$ cat config.mk
export PLATFORM = sky130hd
export DESIGN_NAME = wb_mcu_bram_arb
export DESIGN_NICKNAME = d
export VERILOG_FILES = /design/src/rtl/wb_mcu_bram_arb.sv
export SDC_FILE = /design/constraint.sdc
export NUM_CORES = 1
export LEC_CHECK = 0
export ABC_AREA = 1
export BUFFER_PORTS_ARGS = -buffer_cell sky130_fd_sc_hd__buf_2
export CAP_MARGIN = 5
export CORE_MARGIN = 1.5
export CORE_UTILIZATION = 42
export CTS_CLUSTER_DIAMETER = 200
export DETAILED_ROUTE_END_ITERATION = 10
export PLACE_DENSITY_LB_ADDON = 0.2
export SLEW_MARGIN = 20
export SYNTH_ARGS = -nofsm -noshare
export SYNTH_HDL_FRONTEND = slang
export SYNTH_SLANG_ARGS = --single-unit
$ cat constraint.sdc
create_clock -name clk_i -period 1.3 [get_ports clk_i]
set_input_delay 0.195 -clock clk_i [delete_from_list [all_inputs] [get_ports clk_i]]
set_output_delay 0.195 -clock clk_i [all_outputs]
set_load 0.01 [all_outputs]
$ cat src/rtl/wb_mcu_bram_arb.sv
// Two-master Wishbone arbiter in front of a single-port BRAM.
// Round-robin grant, one transfer per three clocks, command latched at grant.
module wb_mcu_bram_arb #(
    parameter int ADR_WIDTH  = 10,
    parameter int DATA_WIDTH = 16,
    parameter int SEL_WIDTH  = 2
) (
    input  logic                  clk_i,
    input  logic                  resetn,

    input  logic                  m0_cyc_i,
    input  logic                  m0_stb_i,
    input  logic                  m0_we_i,
    input  logic [ADR_WIDTH-1:0]  m0_adr_i,
    input  logic [DATA_WIDTH-1:0] m0_dat_i,
    input  logic [SEL_WIDTH-1:0]  m0_sel_i,
    output logic [DATA_WIDTH-1:0] m0_dat_o,
    output logic                  m0_ack_o,

    input  logic                  m1_cyc_i,
    input  logic                  m1_stb_i,
    input  logic                  m1_we_i,
    input  logic [ADR_WIDTH-1:0]  m1_adr_i,
    input  logic [DATA_WIDTH-1:0] m1_dat_i,
    input  logic [SEL_WIDTH-1:0]  m1_sel_i,
    output logic [DATA_WIDTH-1:0] m1_dat_o,
    output logic                  m1_ack_o,

    output logic                  s_cyc_o,
    output logic                  s_stb_o,
    output logic                  s_we_o,
    output logic [ADR_WIDTH-1:0]  s_adr_o,
    output logic [DATA_WIDTH-1:0] s_dat_o,
    output logic [SEL_WIDTH-1:0]  s_sel_o,
    input  logic [DATA_WIDTH-1:0] s_dat_i,

    output logic [1:0]            gnt_o,
    output logic                  busy_o
);

    typedef enum logic [1:0] {
        ST_IDLE   = 2'd0,
        ST_ACCESS = 2'd1,
        ST_ACK    = 2'd2
    } state_t;

    state_t                r_state;
    state_t                w_state_nxt;

    logic                  r_owner;
    logic                  r_last_gnt;
    logic                  r_we;
    logic [ADR_WIDTH-1:0]  r_adr;
    logic [DATA_WIDTH-1:0] r_dat;
    logic [SEL_WIDTH-1:0]  r_sel;

    logic                  w_req0;
    logic                  w_req1;
    logic                  w_grant_en;
    logic                  w_grant_sel;
    logic                  w_cmd_we;
    logic [ADR_WIDTH-1:0]  w_cmd_adr;
    logic [DATA_WIDTH-1:0] w_cmd_dat;
    logic [SEL_WIDTH-1:0]  w_cmd_sel;
    logic                  w_in_access;
    logic                  w_in_ack;
    logic                  w_owner_cyc;

    assign w_req0 = m0_cyc_i & m0_stb_i;
    assign w_req1 = m1_cyc_i & m1_stb_i;

    // On a tie the master that did not win last time is served.
    always_comb begin
        w_grant_en  = 1'b0;
        w_grant_sel = 1'b0;
        if (r_state == ST_IDLE) begin
            if (w_req0 && w_req1) begin
                w_grant_en  = 1'b1;
                w_grant_sel = ~r_last_gnt;
            end else if (w_req0) begin
                w_grant_en  = 1'b1;
                w_grant_sel = 1'b0;
            end else if (w_req1) begin
                w_grant_en  = 1'b1;
                w_grant_sel = 1'b1;
            end
        end
    end

    assign w_cmd_we  = w_grant_sel ? m1_we_i  : m0_we_i;
    assign w_cmd_adr = w_grant_sel ? m1_adr_i : m0_adr_i;
    assign w_cmd_dat = w_grant_sel ? m1_dat_i : m0_dat_i;
    assign w_cmd_sel = w_grant_sel ? m1_sel_i : m0_sel_i;

    always_comb begin
        w_state_nxt = r_state;
        case (r_state)
            ST_IDLE:   if (w_grant_en) w_state_nxt = ST_ACCESS;
            ST_ACCESS: w_state_nxt = ST_ACK;
            ST_ACK:    w_state_nxt = ST_IDLE;
            default:   w_state_nxt = ST_IDLE;
        endcase
    end

    always_ff @(posedge clk_i or negedge resetn) begin
        if (!resetn) begin
            r_state <= ST_IDLE;
        end else begin
            r_state <= w_state_nxt;
        end
    end

    // last_gnt resets to master 1 so master 0 wins the first tie.
    always_ff @(posedge clk_i or negedge resetn) begin
        if (!resetn) begin
            r_owner    <= 1'b0;
            r_last_gnt <= 1'b1;
            r_we       <= 1'b0;
            r_adr      <= '0;
            r_dat      <= '0;
            r_sel      <= '0;
        end else if (w_grant_en) begin
            r_owner    <= w_grant_sel;
            r_last_gnt <= w_grant_sel;
            r_we       <= w_cmd_we;
            r_adr      <= w_cmd_adr;
            r_dat      <= w_cmd_dat;
            r_sel      <= w_cmd_sel;
        end
    end

    assign w_in_access = (r_state == ST_ACCESS);
    assign w_in_ack    = (r_state == ST_ACK);
    // A master that abandoned its cycle still gets its access, but no ack.
    assign w_owner_cyc = r_owner ? m1_cyc_i : m0_cyc_i;

    assign s_cyc_o = w_in_access;
    assign s_stb_o = w_in_access;
    assign s_we_o  = w_in_access & r_we;
    assign s_adr_o = r_adr;
    assign s_dat_o = r_dat;
    assign s_sel_o = r_sel;

    assign m0_ack_o = w_in_ack & ~r_owner & w_owner_cyc;
    assign m1_ack_o = w_in_ack &  r_owner & w_owner_cyc;
    assign m0_dat_o = s_dat_i;
    assign m1_dat_o = s_dat_i;

    assign busy_o = (r_state != ST_IDLE);
    assign gnt_o  = busy_o ? (r_owner ? 2'b10 : 2'b01) : 2'b00;

endmodule
==> metrics.log, run 1 <==
[metrics] starting utilization of the core area: between 40 and 50%
[metrics] Max stage delay cell, worst path: dfrtp_1
[metrics] RSZ-0062 raised after global routing: true
[metrics] critical path capture point type: primary output
[metrics] Post-Synth Adder-Cell Area: 0%
[metrics] setup slack of the critical path after layout: -0.06115 ns
[metrics] CTS tree: done
[metrics] crit-path max FO: 4
[metrics] number of diodes added for antenna fixing: 0
[metrics] Detail Route Antenna Nets: 0
[metrics] headroom to the max-slew limit: 79.02%
[metrics] Placed Instance Area: 0.002500 mm²
[metrics] via count normalized by instance count: between 4 and 5
[metrics] Setup WS pre-CTS: 0.01303 ns
[metrics] dominant combinational cell family by area after synthesis: simple AND/OR/NAND/NOR gates
[metrics] Setup Viol. Count Final: 24
[metrics] part of the Yosys area used for sequential elements: 38.21%
[metrics] Worst Tran Pin Value: 0.3148 ns
[metrics] H-Tree Level Count: 2
[metrics] global routing usage summed across all routing layers: about a fifth
[metrics] area used by multi-input combinational logic: 775.7 µm²
[metrics] routed wirelength normalized by instance count: 11.74 µm
[metrics] number of top-level pins: 148
[metrics] capture endpoint of the worst hold path: s_dat_o[5]$_DFFE_PN0P_
[metrics] maximum number of pins on one net before global-route repair: 31
[metrics] hold crit path type: input pin to register
[metrics] number of vias after detailed routing: 2,040
[metrics] RD Place Congestion: 0.7651
[metrics] maximum number of buffers from clock root to sink: 2
[metrics] post-route clock skew: around 0.004 ns
[metrics] TritonCTS sink count: 33
[metrics] wirelength, routed: roughly 5300 µm
[metrics] final worst-path cycle share: 104.7%
[metrics] average cell area after synthesis: about 6.9 µm²
[metrics] antenna violations before repair: 0
[metrics] top cell type's share of synthesized area: between 30 and 40%
[metrics] detailed placer's ending HPWL: 3752 µm
[metrics] dominant delay contributor by cell family on the critical path: flip-flops
[metrics] number of nets in the finished design: about 460
[metrics] CTS buffer count: 5
[metrics] run status: finished with violations
[metrics] post-synth top area cell: dfrtp_1
[metrics] cells traversed along the worst timing path: buf_6 > inv_2 > and3_4 > buf_6
[metrics] post-synth design cell area: 0.002165 mm²
[metrics] Leakage: 1.701 nW
[metrics] register-to-register setup slack: -0.02 ns
[metrics] post-synthesis xor/xnor area fraction: 0%
[metrics] Max VDD drop: 0.6022 mV
[metrics] Achievable Freq: 0.7347 GHz
[metrics] Filler Cell Count: 488
[metrics] Core Footprint: 0.004848 mm²
[metrics] Req. time, crit path: 1.11 ns
[metrics] number of port buffers: 99
[metrics] sequential standard cell area: approximately 830 µm²
[metrics] detailed router's first-iteration violation count: 108
[metrics] total global routing overflow: 0
[metrics] worst hold path depth: 5
[metrics] layout overhead on the synthesized area: 24.62%
[metrics] pwr dens: approximately 1400 mW/mm²
[metrics] number of distinct library cell variants in the gate-level netlist after synthesis: 16
[metrics] worst hold path startpoint: m0_dat_i[5]
[metrics] number of global-route vias before repair: 1,896
[metrics] clk slew on worst S/H paths: ~0.060 ns
[metrics] floorplan die height: about 75 µm
[metrics] post-layout instance area: 0.002698 mm²
[metrics] crit path time final: ~1.4 ns
[metrics] largest cells by area after synthesis: dfrtp_1 (37%), nand2_1 (16%), buf_4 (13%)
[metrics] CP Launch Type: register
[metrics] die extent in x: 74.79 µm
[metrics] Critical Setup Path Class: register to primary output
[metrics] complex-gate fraction of the synthesized area: less than 1%
[metrics] mux share of post-synthesis cell area: 0%
[metrics] # DRC: 0
[metrics] max-slew violations: 0
[metrics] endpoint arrival time on the critical path: 1.17 ns
[metrics] post-synth net total: 392
[metrics] simple logic cell fraction of the synthesized area: around 34%
[metrics] Syn. warnings: 0
[metrics] Worst-Skew Late Latency: 0.28 ns
[metrics] most repeated library cell on the critical path: buf_6
[metrics] cells on worst reg2reg path: 6
[metrics] maxcap violations: 0
[metrics] Buffers & Inverters on Critical Path: 3
[metrics] source of the worst register-to-register timing path: r_state[1]$_DFFE_PN0P_
[metrics] fraction of final layout cells with drive strength greater than 1: approximately 34%
[metrics] end of the worst register-to-register path: s_dat_o[10]$_DFFE_PN0P_
[metrics] number of endpoints with negative hold slack in the final report: 0
[metrics] total number of placement rows: 25
[metrics] global-route wire length before repair: 8611 µm
[metrics] Clk Tree Root Cell: clkbuf_8
[metrics] number of detailed-routing iterations run before antenna repair: 4
[metrics] biggest cell delay along the critical path: 0.43 ns
[metrics] cell count after synthesis: 312
[metrics] violated checks: negative setup slack
[metrics] register bit total from synthesis: 33
[metrics] die footprint: 0.005594 mm²
[metrics] Setup TNS Final: -0.2934 ns
[per-stage QoR]
step | power [mW] | cells | hold WS [ns] | utilization (%)
after floorplan | 2.431 | 312 | -0.1006 | -
after CTS | 3.745 | 450 | 0.2005 | 54.37
after global routing | 4.068 | 450 | 0.2212 | 55.64
after detailed placement | 2.942 | 439 | 0.1109 | 51.56
after global placement | 2.926 | 439 | 0.1095 | 51.56
final | 3.761 | 450 | 0.2094 | 55.64
[power breakdown]
group	total [mW]	switching (mW)	internal [mW]
combinational	1.49	0.843	0.648
clock	0.717	0.347	0.370
sequential	1.55	0.195	1.36
[registers in the layout, summed over array words and instances (netlist names)]
name,flops
r_last_gnt,1
r_owner,1
r_we,1
r_state,2
s_sel_o,2
s_adr_o,10
s_dat_o,16
[routing by layer]
metal | share of wire, % | GRT usage, % | up-vias
met5 | 0 | 0 | -
met4 | 0.66 | 5.051 | 0
met3 | 6.3 | 3.882 | 4
met2 | 48 | 34.03 | 78
met1 | 45 | 26.72 | 902
li1 | - | - | 1056
[what timing repair did]
| item | in CTS | in global routing |
|---|---|---|
| endpoints found under the hold margin | 10 | 0 |
| pin swaps | 0 | 3 |
| resized for setup | 8 | 16 |
| endpoints found under the setup margin | 8 | 38 |
| hold buffers | 1 | 0 |
| buffers inserted | 2 | 0 |
[cell type report]
type,count,share of cell area (%)
sequential,33,30.66
tap,67,3.108
multi-input combinational,164,28.76
timing repair buffer,114,25.32
clock inverter,2,0.3711
inverter,64,9.091
clock buffer,6,2.690
[logic make-up after synthesis]
group	after synthesis
AOI/OAI and AO/OA	2
DFF	33
and+or+nand+nor	162
buffers and inverters	115
[tightest hold or removal path: stages]
cell,delay (ns)
buf_2,0.07
inv_1,0.03
nand2_1,0.05
nand3_1,0.05
nand2_1,0.05
[cell usage in the layout (no fill, tap or decap), drive strengths merged]
cell	synthesis	final
a21oi	1	1
and3	1	1
buf	50	113
clkbuf	1	6
clkinv	0	2
dfrtp	32	32
dfstp	1	1
dlygate4sd3	0	1
inv	64	64
nand2	94	94
nand3	31	31
nand4	29	29
nor2	7	7
o21ai	1	1
[Yosys cell counts (all sizes together)]
cell type,count
nand2,94
inv,64
buf,50
dfrtp,32
nand3,31
nand4,29
nor2,7
a21oi,1
and3,1
clkbuf,1
dfstp,1
o21ai,1
[worst max-delay path by stage]
stage / start / end / slack, ns / cells past startpoint
after floorplan: r_state[1]$_DFFE_PN0P_ / s_adr_o[9]$_DFFE_PN0P_ / 0.1 / 7
after global placement: r_last_gnt$_DFFE_PN1P_ / s_dat_o[1]$_DFFE_PN0P_ / 0.05 / 6
after detailed placement: r_state[0]$_DFFE_PN0P_ / s_dat_o[0]$_DFFE_PN0P_ / 0.01 / 6
after CTS: r_state[1]$_DFFE_PN0P_ / s_we_o / -0.04 / 4
after global routing: r_state[1]$_DFFE_PN0P_ / s_we_o / -0.1 / 4
final: r_state[1]$_DFFE_PN0P_ / s_we_o / -0.06 / 4
Power figures use the tool's default switching activity.
==> run 2, diff against run 1 <==
Settings changed: ABC_AREA 1 to default, CORE_UTILIZATION 42 to 41, CTS_CLUSTER_SIZE from default to 25, REMOVE_ABC_BUFFERS from default to 1.
==> run 2 against run 1 <==
  * Largest power group is now combinational logic
  * First-iteration DRC count rose by 16%
  * Critical path depth stayed put
  * Highest routed layer unchanged
  * Synthesized area is 6.7% lower
  * Fmax down 3.4%
  * Worst setup slack worse by 0.048 ns
  * Synthesized cell count down 29%
  * Worst hold slack worse by 0.045 ns
  * Die area shrank 4.3%
  * Count of clock-buffer cells in the layout rose by 2
  * Sequential cell count unchanged
  * Register-to-register slack lost 0.08 ns
  * Critical endpoint is now gnt_o[0]
  * Cell count decreased by 18%
  * The run still ends with negative setup slack left
==> metrics.log, run 2 <==
[metrics] run status: finished with violations
[metrics] violated checks: negative setup slack
[metrics] max-slew violations: 0 (unchanged)
[metrics] cells on worst reg2reg path: 5 (-1)
[metrics] CP Launch Type: register
[metrics] endpoint arrival time on the critical path: 1.21 ns (+0.04 ns)
[metrics] top cell type's share of synthesized area: 39.65% (+2.7 points)
[metrics] total global routing overflow: 0 (unchanged)
[metrics] flip-flop count of the largest register, all copies and words added: 16 (unchanged)
[metrics] number of vias after detailed routing: 2,017 (-1.1%)
[metrics] Detail Route Antenna Nets: 0 (unchanged)
[metrics] crit path time final: 1.409 ns (+0.04754 ns)
[metrics] leading cell type in the layout, fill and taps excluded: buf_2
[metrics] hold crit path type: input pin to register
[metrics] via count normalized by instance count: 5.496 (+21%)
[metrics] maximum number of buffers from clock root to sink: 2 (unchanged)
[metrics] most instantiated cells after synthesis: buf_4 (34), dfrtp_1 (32), nand3_1 (30)
[metrics] post-route clock skew: 0.005744 ns (+0.001743 ns)
[metrics] number of nets in the finished design: 379 (-18%)
[metrics] antenna violations before repair: 0 (unchanged)
[metrics] met1 Usage GRT: 36.02% (+9.3 points)
[metrics] post-layout total power: 4.131 mW (+9.8%)
[metrics] Setup WS pre-CTS: -0.05296 ns (-0.06599 ns)
[metrics] Clk Tree Root Cell: clkbuf_8
[metrics] post-synthesis xor/xnor area fraction: 0% (unchanged)
[metrics] global-route wire length before repair: 10,100 µm (+17%)
[metrics] average cell area after synthesis: 9.056 µm² (+31%)
[metrics] number of top-level pins: 148 (unchanged)
[metrics] area used by multi-input combinational logic: 918.4 µm² (+18%)
[metrics] CTS tree: done
[metrics] detailed placer's ending HPWL: 4400 µm (+17%)
[metrics] number of detailed-routing iterations run before antenna repair: 4 (unchanged)
[metrics] Filler Cell Count: 416 (-15%)
[metrics] part of the Yosys area used for sequential elements: 40.95% (+2.7 points)
[metrics] die footprint: 0.005355 mm² (-4.3%)
[metrics] Req. time, crit path: 1.11 ns (about the same)
[metrics] number of port buffers: 99 (unchanged)
[metrics] end of the worst register-to-register path: s_dat_o[11]$_DFFE_PN0P_
[metrics] worst hold path startpoint: m1_dat_i[7]
[metrics] Worst-Skew Late Latency: 0.28 ns (about the same)
[metrics] global-route met2 utilization: 33.33% (-0.69 points)
[metrics] headroom to the max-slew limit: 70.85% (-8.2 points)
[metrics] Setup Viol. Count Final: 38 (+58%)
[metrics] biggest cell delay along the critical path: 0.48 ns (+0.05 ns)
[metrics] die extent in x: 73.18 µm (-2.2%)
[metrics] Critical Setup Path Class: register to primary output
[metrics] clk slew on worst S/H paths: 0.07 ns (about the same)
[metrics] wirelength, routed: 6961 µm (+32%)
[metrics] Max VDD drop: 0.6022 mV (about the same)
[metrics] number of endpoints with negative hold slack in the final report: 0 (unchanged)
[metrics] complex-gate fraction of the synthesized area: 27.51% (+27 points)
[metrics] H-Tree Level Count: 2 (unchanged)
[metrics] Post-synth EDFFs: 0 (unchanged)
[metrics] cells traversed along the worst timing path: nor2_4 > buf_6 > nor2_2 > buf_2
[metrics] Core Footprint: 0.004723 mm² (-2.6%)
[metrics] RD Place Congestion: 0.7577 (-0.97%)
[metrics] starting utilization of the core area: 42.75% (-1.9 points)
[metrics] Achievable Freq: 0.7099 GHz (-3.4%)
[metrics] source of the worst register-to-register timing path: r_state[0]$_DFFE_PN0P_
[metrics] # DRC: 0 (unchanged)
[metrics] routed wirelength normalized by instance count: 18.97 µm (+62%)
[metrics] GR Layer Usage met3: 12.29% (+8.4 points)
[metrics] simple logic cell fraction of the synthesized area: 11.83% (-22 points)
[metrics] mux share of post-synthesis cell area: 0% (unchanged)
[metrics] number of distinct library cell variants in the gate-level netlist after synthesis: 25 (+9)
[metrics] critical path capture point type: primary output
[metrics] cell count after synthesis: 223 (-29%)
[metrics] worst hold path depth: 3 (-2)
[metrics] RSZ-0062 raised after global routing: true
[metrics] number of global-route vias before repair: 1,899 (+0.16%)
[metrics] detailed router's first-iteration violation count: 125 (+16%)
[metrics] setup slack of the critical path after layout: -0.1087 ns (-0.04754 ns)
[metrics] maxcap violations: 0 (unchanged)
[metrics] register bit total from synthesis: 33 (unchanged)
[metrics] layout overhead on the synthesized area: 37.11%
[metrics] Buffers & Inverters on Critical Path: 2 (-1)
[metrics] dominant delay contributor by cell family on the critical path: flip-flops
[metrics] Leakage: 1.200 nW (-29%)
[metrics] sequential standard cell area: 829.5 µm² (+0.30%)
[metrics] floorplan die height: 73.18 µm (-2.2%)
[metrics] Top Usage Layer GRT: met1
[metrics] number of diodes added for antenna fixing: 0 (unchanged)
[metrics] post-synth top area cell: dfrtp_1
[metrics] Syn. warnings: 0 (unchanged)
[metrics] most instantiated library cell after synthesis: buf_4
[metrics] global routing usage summed across all routing layers: 25.19% (+5.1 points)
[metrics] dominant combinational cell family by area after synthesis: compound AO/OA/AOI/OAI gates
[metrics] CTS buffer count: 5 (unchanged)
[metrics] maximum number of pins on one net before global-route repair: 32 (+3.2%)
[metrics] Max stage delay cell, worst path: dfrtp_2
[metrics] pwr dens: 1492 mW/mm² (+7.0%)
[metrics] fraction of final layout cells with drive strength greater than 1: 55.67% (+21 points)
[metrics] highest-count cells in the layout ignoring fill and taps: buf_2 (98), dfrtp_1 (30), a21oi_1 (29), o21ai_1 (18)
[metrics] largest cells by area after synthesis: dfrtp_1 (40%), buf_4 (13%), nand3_1 (7.4%)
[metrics] share of flip-flops with an asynchronous set or reset after synthesis: 100.0% (unchanged)
[metrics] final worst-path cycle share: 108.4% (+3.7 points)
[metrics] crit-path max FO: 7 (+3)
[metrics] Post-Synth Adder-Cell Area: 0% (unchanged)
[metrics] post-synth design cell area: 0.002019 mm² (-6.7%)
[metrics] total number of placement rows: 25 (unchanged)
[metrics] Worst Tran Pin Value: 0.4373 ns (+0.1225 ns)
[metrics] TritonCTS sink count: 33 (unchanged)
[metrics] register-to-register setup slack: -0.10 ns (-0.08 ns)
[metrics] capture endpoint of the worst hold path: s_dat_o[7]$_DFFE_PN0P_
[metrics] Critical Path Stages: 4 (unchanged)
[metrics] most instantiated flip-flop cell in the synthesis netlist: dfrtp_1
run 2: timing repair:
item                                   4_1_cts  5_1_grt
buffers inserted                             2        1
gates resized for setup                     32       21
gates cloned                                 2        3
hold buffers                                 1        0
setup endpoints to repair                   34       39
endpoints found under the hold margin       15        0
pin swaps                                   19       19
run 2: cells by family (layout without fill, tap and decap cells):
group	after synthesis	after routing
simple gates	42	42
flops	33	33
buf+inv	58	135
compound gates	90	90
run 2: report_power, final:
group | switching [mW] | internal (mW) | leakage (nW) | total [mW]
registers | 0.215 | 1.36 | 0.365 | 1.58
logic | 0.922 | 0.836 | 0.789 | 1.76
clock network | 0.365 | 0.432 | 0.0455 | 0.797
total | 1.50 | 2.63 | 1.20 | 4.13
run 2: metal layers:
metal	wire [µm]	vias up
li1	-	936
met1	3098	931
met2	2955	146
met3	874	4
met4	33	0
met5	0	-
run 2: cell type report:
| class | instances | share of cell area (%) |
|---|---|---|
| clock buffers | 8 | 3.253 |
| inverters | 3 | 0.4067 |
| multi-input cells | 132 | 33.17 |
| flip-flops and latches | 33 | 29.96 |
| well taps | 67 | 3.028 |
| repair buffers | 124 | 30.19 |
run 2: metrics by stage:
stage / area, µm² / cells / hold WS, ns / setup TNS, ns / util (%)
floorplan: 1633 / 168 / -0.1006 / -30.29 / -
global placement: 2370 / 350 / 0.1513 / -0.03924 / 50.17
detailed placement: 2370 / 350 / 0.1530 / -0.2397 / 50.17
CTS: 2591 / 363 / 0.1580 / -1.307 / 54.86
global route: 2769 / 367 / 0.1660 / -5.132 / 58.62
finish: 2769 / 367 / 0.1648 / -2.982 / 58.62
run 2: worst max-delay path by stage:
stage | endpoint | from | slack [ns]
final | gnt_o[0] | r_state[0]$_DFFE_PN0P_ | -0.11
after global routing | s_sel_o[1]$_DFFE_PN0P_ | r_state[0]$_DFFE_PN0P_ | -0.17
after CTS | m0_ack_o | r_state[1]$_DFFE_PN0P_ | -0.11
after detailed placement | s_dat_o[14]$_DFFE_PN0P_ | r_state[0]$_DFFE_PN0P_ | -0.05
after global placement | s_adr_o[2]$_DFFE_PN0P_ | r_state[0]$_DFFE_PN0P_ | -0.01
after floorplan | s_adr_o[0]$_DFFE_PN0P_ | r_state[0]$_DFFE_PN0P_ | -0.94
run 2: worst min-delay path, cell delays in order:
cell	delay [ns]
buf_2	0.09
nand3_1	0.06
a31oi_1	0.06
==> run 3, diff against run 2 <==
Settings changed: RECOVER_POWER from default to 100.
==> run 3 against run 2 <==
  * Final area did not move
  * Via count is the same
  * Utilization unchanged
  * Sequential share of layout area did not move
  * Routed wire length about the same
  * The flow still finishes with violations (negative setup slack)
  * Power barely moved
  * Fmax about the same
  * Non-clock buffer count is the same
  * Register-to-register slack barely moved
  * Clock skew did not move
  * Die area did not move
==> metrics.log, run 3 (synthesized netlist as in run 2, its figures left out) <==
[metrics] Core Footprint: 0.004723 mm² (unchanged)
[metrics] pwr dens: 1492 mW/mm² (about the same)
[metrics] die extent in x: 73.18 µm (unchanged)
[metrics] flip-flop count of the largest register, all copies and words added: 16 (unchanged)
[metrics] wirelength, routed: 6958 µm (about the same)
[metrics] Req. time, crit path: 1.11 ns (about the same)
[metrics] CTS buffer count: 5 (unchanged)
[metrics] number of vias after detailed routing: 2,017 (unchanged)
[metrics] floorplan die height: 73.18 µm (unchanged)
[metrics] Setup Viol. Count Final: 38 (unchanged)
[metrics] source of the worst register-to-register timing path: r_state[0]$_DFFE_PN0P_
[metrics] via count normalized by instance count: 5.496 (unchanged)
[metrics] post-layout total power: 4.131 mW (about the same)
[metrics] detailed router's first-iteration violation count: 125 (unchanged)
[metrics] end of the worst register-to-register path: s_dat_o[11]$_DFFE_PN0P_
[metrics] maximum number of buffers from clock root to sink: 2 (unchanged)
[metrics] number of top-level pins: 148 (unchanged)
[metrics] number of detailed-routing iterations run before antenna repair: 4 (unchanged)
[metrics] H-Tree Level Count: 2 (unchanged)
[metrics] total number of placement rows: 25 (unchanged)
[metrics] number of global-route vias before repair: 1,899 (unchanged)
[metrics] crit-path max FO: 7 (unchanged)
[metrics] RD Place Congestion: 0.7577 (unchanged)
[metrics] TritonCTS sink count: 33 (unchanged)
[metrics] final worst-path cycle share: 108.4% (about the same)
[metrics] total global routing overflow: 0 (unchanged)
[metrics] Clk Tree Root Cell: clkbuf_8
[metrics] final non-filler cell total: 367 (unchanged)
[metrics] RSZ-0062 raised after global routing: true
[metrics] critical path capture point type: primary output
[metrics] setup slack of the critical path after layout: -0.1086 ns (+0.0001390 ns)
[metrics] detailed placer's ending HPWL: 4400 µm (unchanged)
[metrics] timing startpoint of the critical path: r_state[0]$_DFFE_PN0P_
[metrics] global routing usage summed across all routing layers: 25.19% (unchanged)
[metrics] hold crit path type: input pin to register
[metrics] fraction of final layout cells with drive strength greater than 1: 55.67% (unchanged)
[metrics] # DRC: 0 (unchanged)
[metrics] leading cell type in the layout, fill and taps excluded: buf_2
[metrics] highest-count cells in the layout ignoring fill and taps: buf_2 (97), dfrtp_1 (30), a21oi_1 (29), o21ai_1 (18)
[metrics] number of port buffers: 99 (unchanged)
[metrics] Worst Tran Pin Value: 0.4865 ns (+0.04917 ns)
[metrics] Placed Cells incl. Taps: 350 (unchanged)
[metrics] number of diodes added for antenna fixing: 0 (unchanged)
[metrics] Critical Setup Path Class: register to primary output
[metrics] Leakage: 1.200 nW (about the same)
[metrics] post-route clock skew: 0.005744 ns (unchanged)
[metrics] die footprint: 0.005355 mm² (unchanged)
[metrics] maximum number of pins on one net before global-route repair: 32 (unchanged)
[metrics] layout overhead on the synthesized area: 37.11% (unchanged)
[metrics] Worst Setup EP: gnt_o[0]
[metrics] run status: finished with violations
[metrics] Detail Route Antenna Nets: 0 (unchanged)
[metrics] fraction of the core area covered by cells at the end of the flow: 58.62% (unchanged)
[metrics] number of nets in the finished design: 379 (unchanged)
[metrics] routed wirelength normalized by instance count: 18.96 µm (about the same)
[metrics] CTS tree: done
[metrics] Achievable Freq: 0.7099 GHz (about the same)
[metrics] violated checks: negative setup slack
[metrics] worst hold slack across all endpoints: 0.1648 ns (unchanged)
[metrics] headroom to the max-slew limit: 67.57% (-3.3 points)
[metrics] global-route wire length before repair: 10,100 µm (unchanged)
[metrics] endpoint arrival time on the critical path: 1.21 ns (about the same)
[metrics] cells on worst reg2reg path: 5 (unchanged)
[metrics] clk slew on worst S/H paths: 0.07 ns (about the same)
[metrics] Setup WS pre-CTS: -0.05296 ns (unchanged)
[metrics] register-to-register setup slack: -0.10 ns (about the same)
[metrics] CP Launch Type: register
[metrics] Worst-Skew Late Latency: 0.28 ns (about the same)
[metrics] starting utilization of the core area: 42.75% (unchanged)
[metrics] antenna violations before repair: 0 (unchanged)
[metrics] maxcap violations: 0 (unchanged)
[metrics] crit path time final: 1.409 ns (-0.0001390 ns)
[metrics] max-slew violations: 0 (unchanged)
[metrics] number of endpoints with negative hold slack in the final report: 0 (unchanged)
[metrics] Max VDD drop: 0.6022 mV (unchanged)
==> run 3: changes by cell type in the layout (fill, tap and decap cells not counted), sizes merged <==
cell / previous run / this run
buf: 120 / 119
clkbuf: 11 / 12
==> run 3: area by class of cell <==
type / instances / area (µm²)
Sequential cell: 33 / 829.5
Multi-Input combinational cell: 132 / 918.4
Timing Repair Buffer: 124 / 835.8
Clock buffer: 8 / 90.09
Tap cell: 67 / 83.83
Inverter: 3 / 11.26
Fill cell: 416 / 1954
==> run 3: how the worst min path moves through the flow <==
stage	from	end	slack (ns)	cells past startpoint
after floorplan	resetn	r_owner$_DFFE_PN0P_	-0.10	0
after global placement	resetn	r_owner$_DFFE_PN0P_	0.15	1
after detailed placement	resetn	r_owner$_DFFE_PN0P_	0.15	1
after CTS	m1_sel_i[0]	s_sel_o[0]$_DFFE_PN0P_	0.16	3
after global routing	m1_sel_i[0]	s_sel_o[0]$_DFFE_PN0P_	0.17	3
final	m1_dat_i[7]	s_dat_o[7]$_DFFE_PN0P_	0.16	3
==> run 3: stage by stage <==
| stage | TNS [ns] | area (µm²) |
|---|---|---|
| 2_1_floorplan | -30.29 | 1633 |
| 3_3_place_gp | -0.03924 | 2370 |
| 3_5_place_dp | -0.2397 | 2370 |
| 4_1_cts | -1.307 | 2591 |
| 5_1_grt | -5.132 | 2769 |
| 6_report | -2.978 | 2769 |
==> run 3: timing repair <==
action,in CTS,in global routing
hold buffers,1,0
gates resized for setup,32,21
buffers inserted,2,1
endpoints found under the setup margin,34,39
cloned,2,3
endpoints found under the hold margin,15,0
pin swaps,19,19
==> run 3: worst max-delay path, stage by stage, from the launching register on <==
cell,delay (ns)
dfrtp_2,0.48
nor2_4,0.16
buf_6,0.13
nor2_2,0.03
buf_2,0.14
==> run 3: power breakdown <==
group          total (mW)  switching [mW]  internal, mW
logic                1.76           0.922         0.836
clock network       0.797           0.365         0.432
registers            1.58           0.215          1.36
==> run 3: routing by layer <==
metal | vias to the layer above | part of all wire (%) | GRT usage [%]
met1 | 931 | 44 | 36.02
met3 | 4 | 13 | 12.29
li1 | 936 | - | -
met5 | - | 0 | 7.071
met2 | 146 | 42 | 33.33
met4 | 0 | 0.47 | 5.451
